File: src/rtl/mult_pkg.sv
// Shared definitions for the sequential signed multiplier: FSM state
// encoding and the default operand width.
package mult_pkg;

    localparam int W_DEFAULT = 4;

    typedef enum logic [1:0] {
        IDLE = 2'd0,
        CALC = 2'd1,
        FIN  = 2'd2
    } state_e;

endpackage

File: src/rtl/mult_abs.sv
// Two's-complement magnitude of a W-bit value as a W-bit unsigned number;
// the most negative input maps to 2^(W-1), which still fits in W bits.
module mult_abs
    import mult_pkg::*;
#(
    parameter int W = W_DEFAULT
) (
    input  logic [W-1:0] value_i,
    output logic [W-1:0] mag_o
);

    localparam logic [W-1:0] ONE_W = W'(1);

    assign mag_o = value_i[W-1] ? (~value_i + ONE_W) : value_i;

endmodule

File: src/rtl/mult_seq.sv
// Sequential signed multiplier: sign-magnitude shift-add, one partial
// product per clock, with the sign applied in a final cycle.
module mult_seq
    import mult_pkg::*;
#(
    parameter int W = W_DEFAULT
) (
    input  logic             clk,
    input  logic             rst,
    input  logic             start,
    input  logic [W-1:0]     a,
    input  logic [W-1:0]     b,
    output logic             busy,
    output logic             done,
    output logic [2*W-1:0]   z,
    output logic             zf
);

    localparam int              CW     = (W > 1) ? $clog2(W) : 1;
    localparam logic [CW-1:0]   ONE_C  = CW'(1);
    localparam logic [CW-1:0]   LAST_C = CW'(W - 1);
    localparam logic [2*W-1:0]  ONE_2W = (2*W)'(1);
    localparam logic [2*W-1:0]  ZERO_2W = '0;

    state_e           state_q, state_d;
    logic [W-1:0]     mag_a_q, mag_a_d;
    logic [W-1:0]     mag_b_q, mag_b_d;
    logic             sign_q, sign_d;
    logic [2*W-1:0]   acc_q, acc_d;
    logic [CW-1:0]    count_q, count_d;
    logic [2*W-1:0]   z_q, z_d;
    logic             zf_q, zf_d;
    logic             done_q, done_d;

    logic [W-1:0]     mag_a_s;
    logic [W-1:0]     mag_b_s;
    logic [2*W-1:0]   mag_a_ext_s;

    mult_abs #(.W(W)) u_abs_a (.value_i(a), .mag_o(mag_a_s));
    mult_abs #(.W(W)) u_abs_b (.value_i(b), .mag_o(mag_b_s));

    assign mag_a_ext_s = {{W{1'b0}}, mag_a_q};

    // Next-state and datapath update for the IDLE/CALC/FIN sequence
    always_comb begin
        state_d = state_q;
        mag_a_d = mag_a_q;
        mag_b_d = mag_b_q;
        sign_d  = sign_q;
        acc_d   = acc_q;
        count_d = count_q;
        z_d     = z_q;
        zf_d    = zf_q;
        done_d  = 1'b0;
        case (state_q)
            IDLE: begin
                if (start) begin
                    mag_a_d = mag_a_s;
                    mag_b_d = mag_b_s;
                    sign_d  = a[W-1] ^ b[W-1];
                    acc_d   = ZERO_2W;
                    count_d = '0;
                    state_d = CALC;
                end else begin
                    state_d = IDLE;
                end
            end
            CALC: begin
                if (mag_b_q[count_q]) begin
                    acc_d = acc_q + (mag_a_ext_s << count_q);
                end else begin
                    acc_d = acc_q;
                end
                count_d = count_q + ONE_C;
                if (count_q == LAST_C) begin
                    state_d = FIN;
                end else begin
                    state_d = CALC;
                end
            end
            FIN: begin
                // The magnitude product never exceeds 2^(2W-2), so negation cannot overflow
                z_d     = sign_q ? (~acc_q + ONE_2W) : acc_q;
                zf_d    = (z_d == ZERO_2W);
                done_d  = 1'b1;
                state_d = IDLE;
            end
            default: begin
                state_d = IDLE;
            end
        endcase
    end

    // State and datapath registers with synchronous reset
    always_ff @(posedge clk) begin
        if (rst) begin
            state_q <= IDLE;
            mag_a_q <= '0;
            mag_b_q <= '0;
            sign_q  <= 1'b0;
            acc_q   <= '0;
            count_q <= '0;
            z_q     <= '0;
            zf_q    <= 1'b0;
            done_q  <= 1'b0;
        end else begin
            state_q <= state_d;
            mag_a_q <= mag_a_d;
            mag_b_q <= mag_b_d;
            sign_q  <= sign_d;
            acc_q   <= acc_d;
            count_q <= count_d;
            z_q     <= z_d;
            zf_q    <= zf_d;
            done_q  <= done_d;
        end
    end

    assign busy = (state_q != IDLE);
    assign done = done_q;
    assign z    = z_q;
    assign zf   = zf_q;

endmodule
File: config.mk
export PLATFORM = sky130hd
export DESIGN_NAME = mult_seq
export DESIGN_NICKNAME = d
export VERILOG_FILES = /design/src/rtl/mult_pkg.sv /design/src/rtl/mult_abs.sv /design/src/rtl/mult_seq.sv
export SDC_FILE = /design/constraint.sdc
export NUM_CORES = 1
export LEC_CHECK = 0
export CORE_MARGIN = 3
export CORE_UTILIZATION = 55
export DETAILED_ROUTE_END_ITERATION = 6
export GPL_ROUTABILITY_DRIVEN = 0
export PLACE_DENSITY = 0.79
export RECOVER_POWER = 100
export SLEW_MARGIN = 20
export SYNTH_ARGS = -nofsm -noshare
export SYNTH_HDL_FRONTEND = slang
export SYNTH_SLANG_ARGS = --single-unit
export TNS_END_PERCENT = 30
File: constraint.sdc
create_clock -name clk -period 6.3 [get_ports clk]
set_input_delay 0.63 -clock clk [delete_from_list [all_inputs] [get_ports clk]]
set_output_delay 0.63 -clock clk [all_outputs]
set_load 0.005 [all_outputs]
==> results.py <==
metrics = {
    "worst_setup_path": {
        "crit_fanout": 14,
        "critical_path_arrival_ps": 2900,
        "rr_startpoint": "count_q[0]",
        "start_kind": "register",
        "r2r_slack_ps": 3570,
        "required_ps": 6470,
        "endpoint_kind": "register",
        "r2r-end": "acc_q[7]",
        "ff2ff_path_depth": 8,
        "path_class": "reg2reg",
    },
    "logic_synthesis": {
        "yosys_most_used_dff": "dfxtp_1",
        "yosysSeqAreaShare_pct": 34.0,
        "yosys.area.top_type_share_pct": 34.0,
        "syn_area_um2": 1830,
        "syn_avg_cell_area_um2": 8.45,
        "synth-seq-cells": 31,
        "syn-instance-count": 216,
        "synth_area_leaders": "dfxtp_1, ha_1, a211oi_1",
        "synthArstFlopShare_pct": 0,
        "synth_edf_count": 0,
        "synth_nets": 239,
        "yosys.area.top_type": "dfxtp_1",
        "ys_types": 44,
        "yosysWarnings": 0,
    },
    "power": {
        "cellPowerDensity_nw_per_um2": 199,
        "switching_power_mw": 0.104,
        "p_leak_nw": 0.835,
        "clkPwrFrac_pct": 38.6,
        "p_seq_share_pct": 49.7,
        "combPwrFrac_pct": 11.7,
        "peakVddDrop_mv": 0.168,
        "p_sw_share_pct": 24.7,
        "p_int_mw": 0.318,
    },
    "sta": {
        "fin_worst_skew_ps": 12.2,
        "setup_tns_ps": 0,
        "fmax_mhz": 366,
        "slew-limit-headroom_pct": 0.0791,
        "drv_slew": 0,
        "setup_ws_ps": 3570,
        "hold_viol": 0,
        "setup_violations": 0,
        "tightest_slew_ps": 1500,
        "fin_crit_ps": 2730,
        "rsz0062_at_grt": "false",
        "final.period_utilization_pct": 43.4,
    },
    "cts": {
        "hold_buffers": 0,
        "clkLatencyLatePin_ps": 340,
        "clockBufferDepth": 2,
        "clk_pin_slew_ps": 100,
        "cts_buffers": 5,
        "cts_setup_buffers": 0,
        "cts_resized": 0,
        "tritoncts": "done",
        "cts.sinks": 31,
        "cts_root_buf": "clkbuf_4",
        "htree_levels": 2,
    },
    "cells_and_area": {
        "areaGrowthSynthToFinish_pct": 16.2,
        "nets": 255,
        "seq_area_um2": 621,
        "drive_gt1_share_pct": 6.01,
        "multi_input_area_um2": 1100,
        "num_antenna_cells": 0,
        "fillers": 296,
        "final_common_cell": "dfxtp_1",
        "mostFrequentLayoutCells": "dfxtp_1, nor2_1, a211oi_1",
    },
    "placed_design": {
        "portBuffers": 21,
        "dp_slack_ps": 3660,
        "place_hpwl_um": 2810,
    },
    "global_route": {
        "antenna_found_initial": 0,
        "grt_pass1_vias": 1588,
        "grt_usage_pct": 21.5,
        "grt_pass1_wl_um": 6840,
        "overflow": 0,
        "grt_start_max_net_pins": 37,
    },
    "floorplan": {
        "die_x_um": 63.6,
        "rows": 20,
        "die_h_um": 63.6,
        "ioPinCount": 22,
        "core_area_um2": 3100,
        "initial_core_util_pct": 58.8,
        "dieArea_um2": 4050,
    },
    "routing": {
        "drt_first_pass_iters": 4,
        "via_per_inst": 5.80,
        "antenna_left": 0,
        "drc_errors": 0,
        "via_count": 1607,
        "routed_wl_um": 3820,
        "routedWlPerCell_um": 13.8,
        "drt_iter0_markers": 83,
    },
    "worst_hold_path": {
        "hold_path.startpoint": "mag_b_q[3]",
        "hp-class": "reg2reg",
        "whs_path_depth": 2,
        "min_to": "mag_b_q[3]",
    },
    "outcome": {
        "status": "finished with violations",
        "violations": "capacitance limit",
    },
    "run": {
        "drv_cap": 1,
    },
}
critical path, stage by stage, from the launching register on:
cell and delay (ps):
dfxtp_1 650, mux2i_1 250, nor2_1 90, ha_1 330, a211oi_1 300, o21bai_1 150, a2111oi_0 550, or4_1 180
a211oi_1 60
synthesized netlist by cell type, types with 2 or more instances:
master,instances
dfxtp_1,31
nor2_1,25
a211oi_1,18
nand2_1,17
a21oi_1,11
ha_1,11
inv_1,11
clkbuf_1,9
mux2i_1,8
nor3b_1,8
o21ai_0,8
nor2b_1,7
xnor2_1,5
xor2_1,5
nand3_1,4
a31oi_1,3
nor3_1,3
a21o_1,2
a221o_1,2
nand4_1,2
nor4_1,2
o21bai_1,2
per-layer routing:
| metal | GRT usage (%) | vias up | share of wire, % | wire (µm) |
|---|---|---|---|---|
| met3 | 6.77 | 6 | 4.6 | 174 |
| li1 | - | 808 | - | - |
| met4 | 11.6 | 0 | 1.8 | 68 |
| met2 | 38.6 | 36 | 54 | 2060 |
| met1 | 21.8 | 757 | 40 | 1520 |
| met5 | 0 | - | 0 | 0 |
logic make-up (layout without fill, tap and decap cells):
| group | count (synthesis) | in the layout | synth area share [%] |
|---|---|---|---|
| DFF | 31 | 31 | 34.0 |
| and+or+nand+nor | 75 | 75 | 20.5 |
| buffers and inverters | 24 | 41 | 5.62 |
| xor gates and xnor gates | 10 | 10 | 4.80 |
| adders and majority gates | 12 | 12 | 8.64 |
| AOI/OAI and AO/OA | 54 | 54 | 20.2 |
| muxes | 10 | 10 | 6.24 |
power by group through the flow:
stage	combinational, mW	sequential [mW]	clock [mW]
4_1_cts	0.0502	0.210	0.166
3_5_place_dp	0.0494	0.214	0
2_1_floorplan	0.0369	0.209	0
6_report	0.0495	0.210	0.163
3_3_place_gp	0.0464	0.213	0
5_1_grt	0.0554	0.211	0.178
cell type report:
class,instances,share of cell area [%]
Sequential cell,31,29.2
Multi-Input combinational cell,161,52.1
Timing Repair Buffer,22,10.1
Tap cell,44,2.59
Inverter,11,1.95
Clock inverter,2,1.65
Clock buffer,6,2.42
sequential cells by signal (all words and copies together), names as in the netlist:
| name | flops |
|---|---|
| state_q | 2 |
| zf | 1 |
| sign_q | 1 |
| acc_q | 8 |
| done | 1 |
| count_q | 2 |
| mag_b_q | 4 |
| mag_a_q | 4 |
| z | 8 |
how the worst max path moves through the flow:
stage	slack (ps)	from	end	cells past startpoint
floorplan	3860	count_q[0]	acc_q[7]	9
global placement	3840	count_q[1]	acc_q[7]	9
detailed placement	3660	count_q[0]	acc_q[7]	8
CTS	3620	count_q[0]	acc_q[7]	8
global route	3280	count_q[1]	acc_q[7]	8
finish	3570	count_q[0]	acc_q[7]	8
per-stage QoR:
| stage | hold slack, ps | area, µm² | utilization [%] | power (mW) | instances |
|---|---|---|---|---|---|
| 6_report | 459 | 2120 | 68.4 | 0.422 | 277 |
| 5_1_grt | 499 | 2120 | 68.4 | 0.444 | 277 |
| 4_1_cts | 458 | 2120 | 68.4 | 0.426 | 277 |
| 3_5_place_dp | 446 | 2040 | 65.6 | 0.263 | 269 |
| 3_3_place_gp | 444 | 2040 | 65.6 | 0.260 | 269 |
| 2_1_floorplan | 429 | 1830 | - | 0.246 | 216 |
Power figures use the tool's default switching activity.
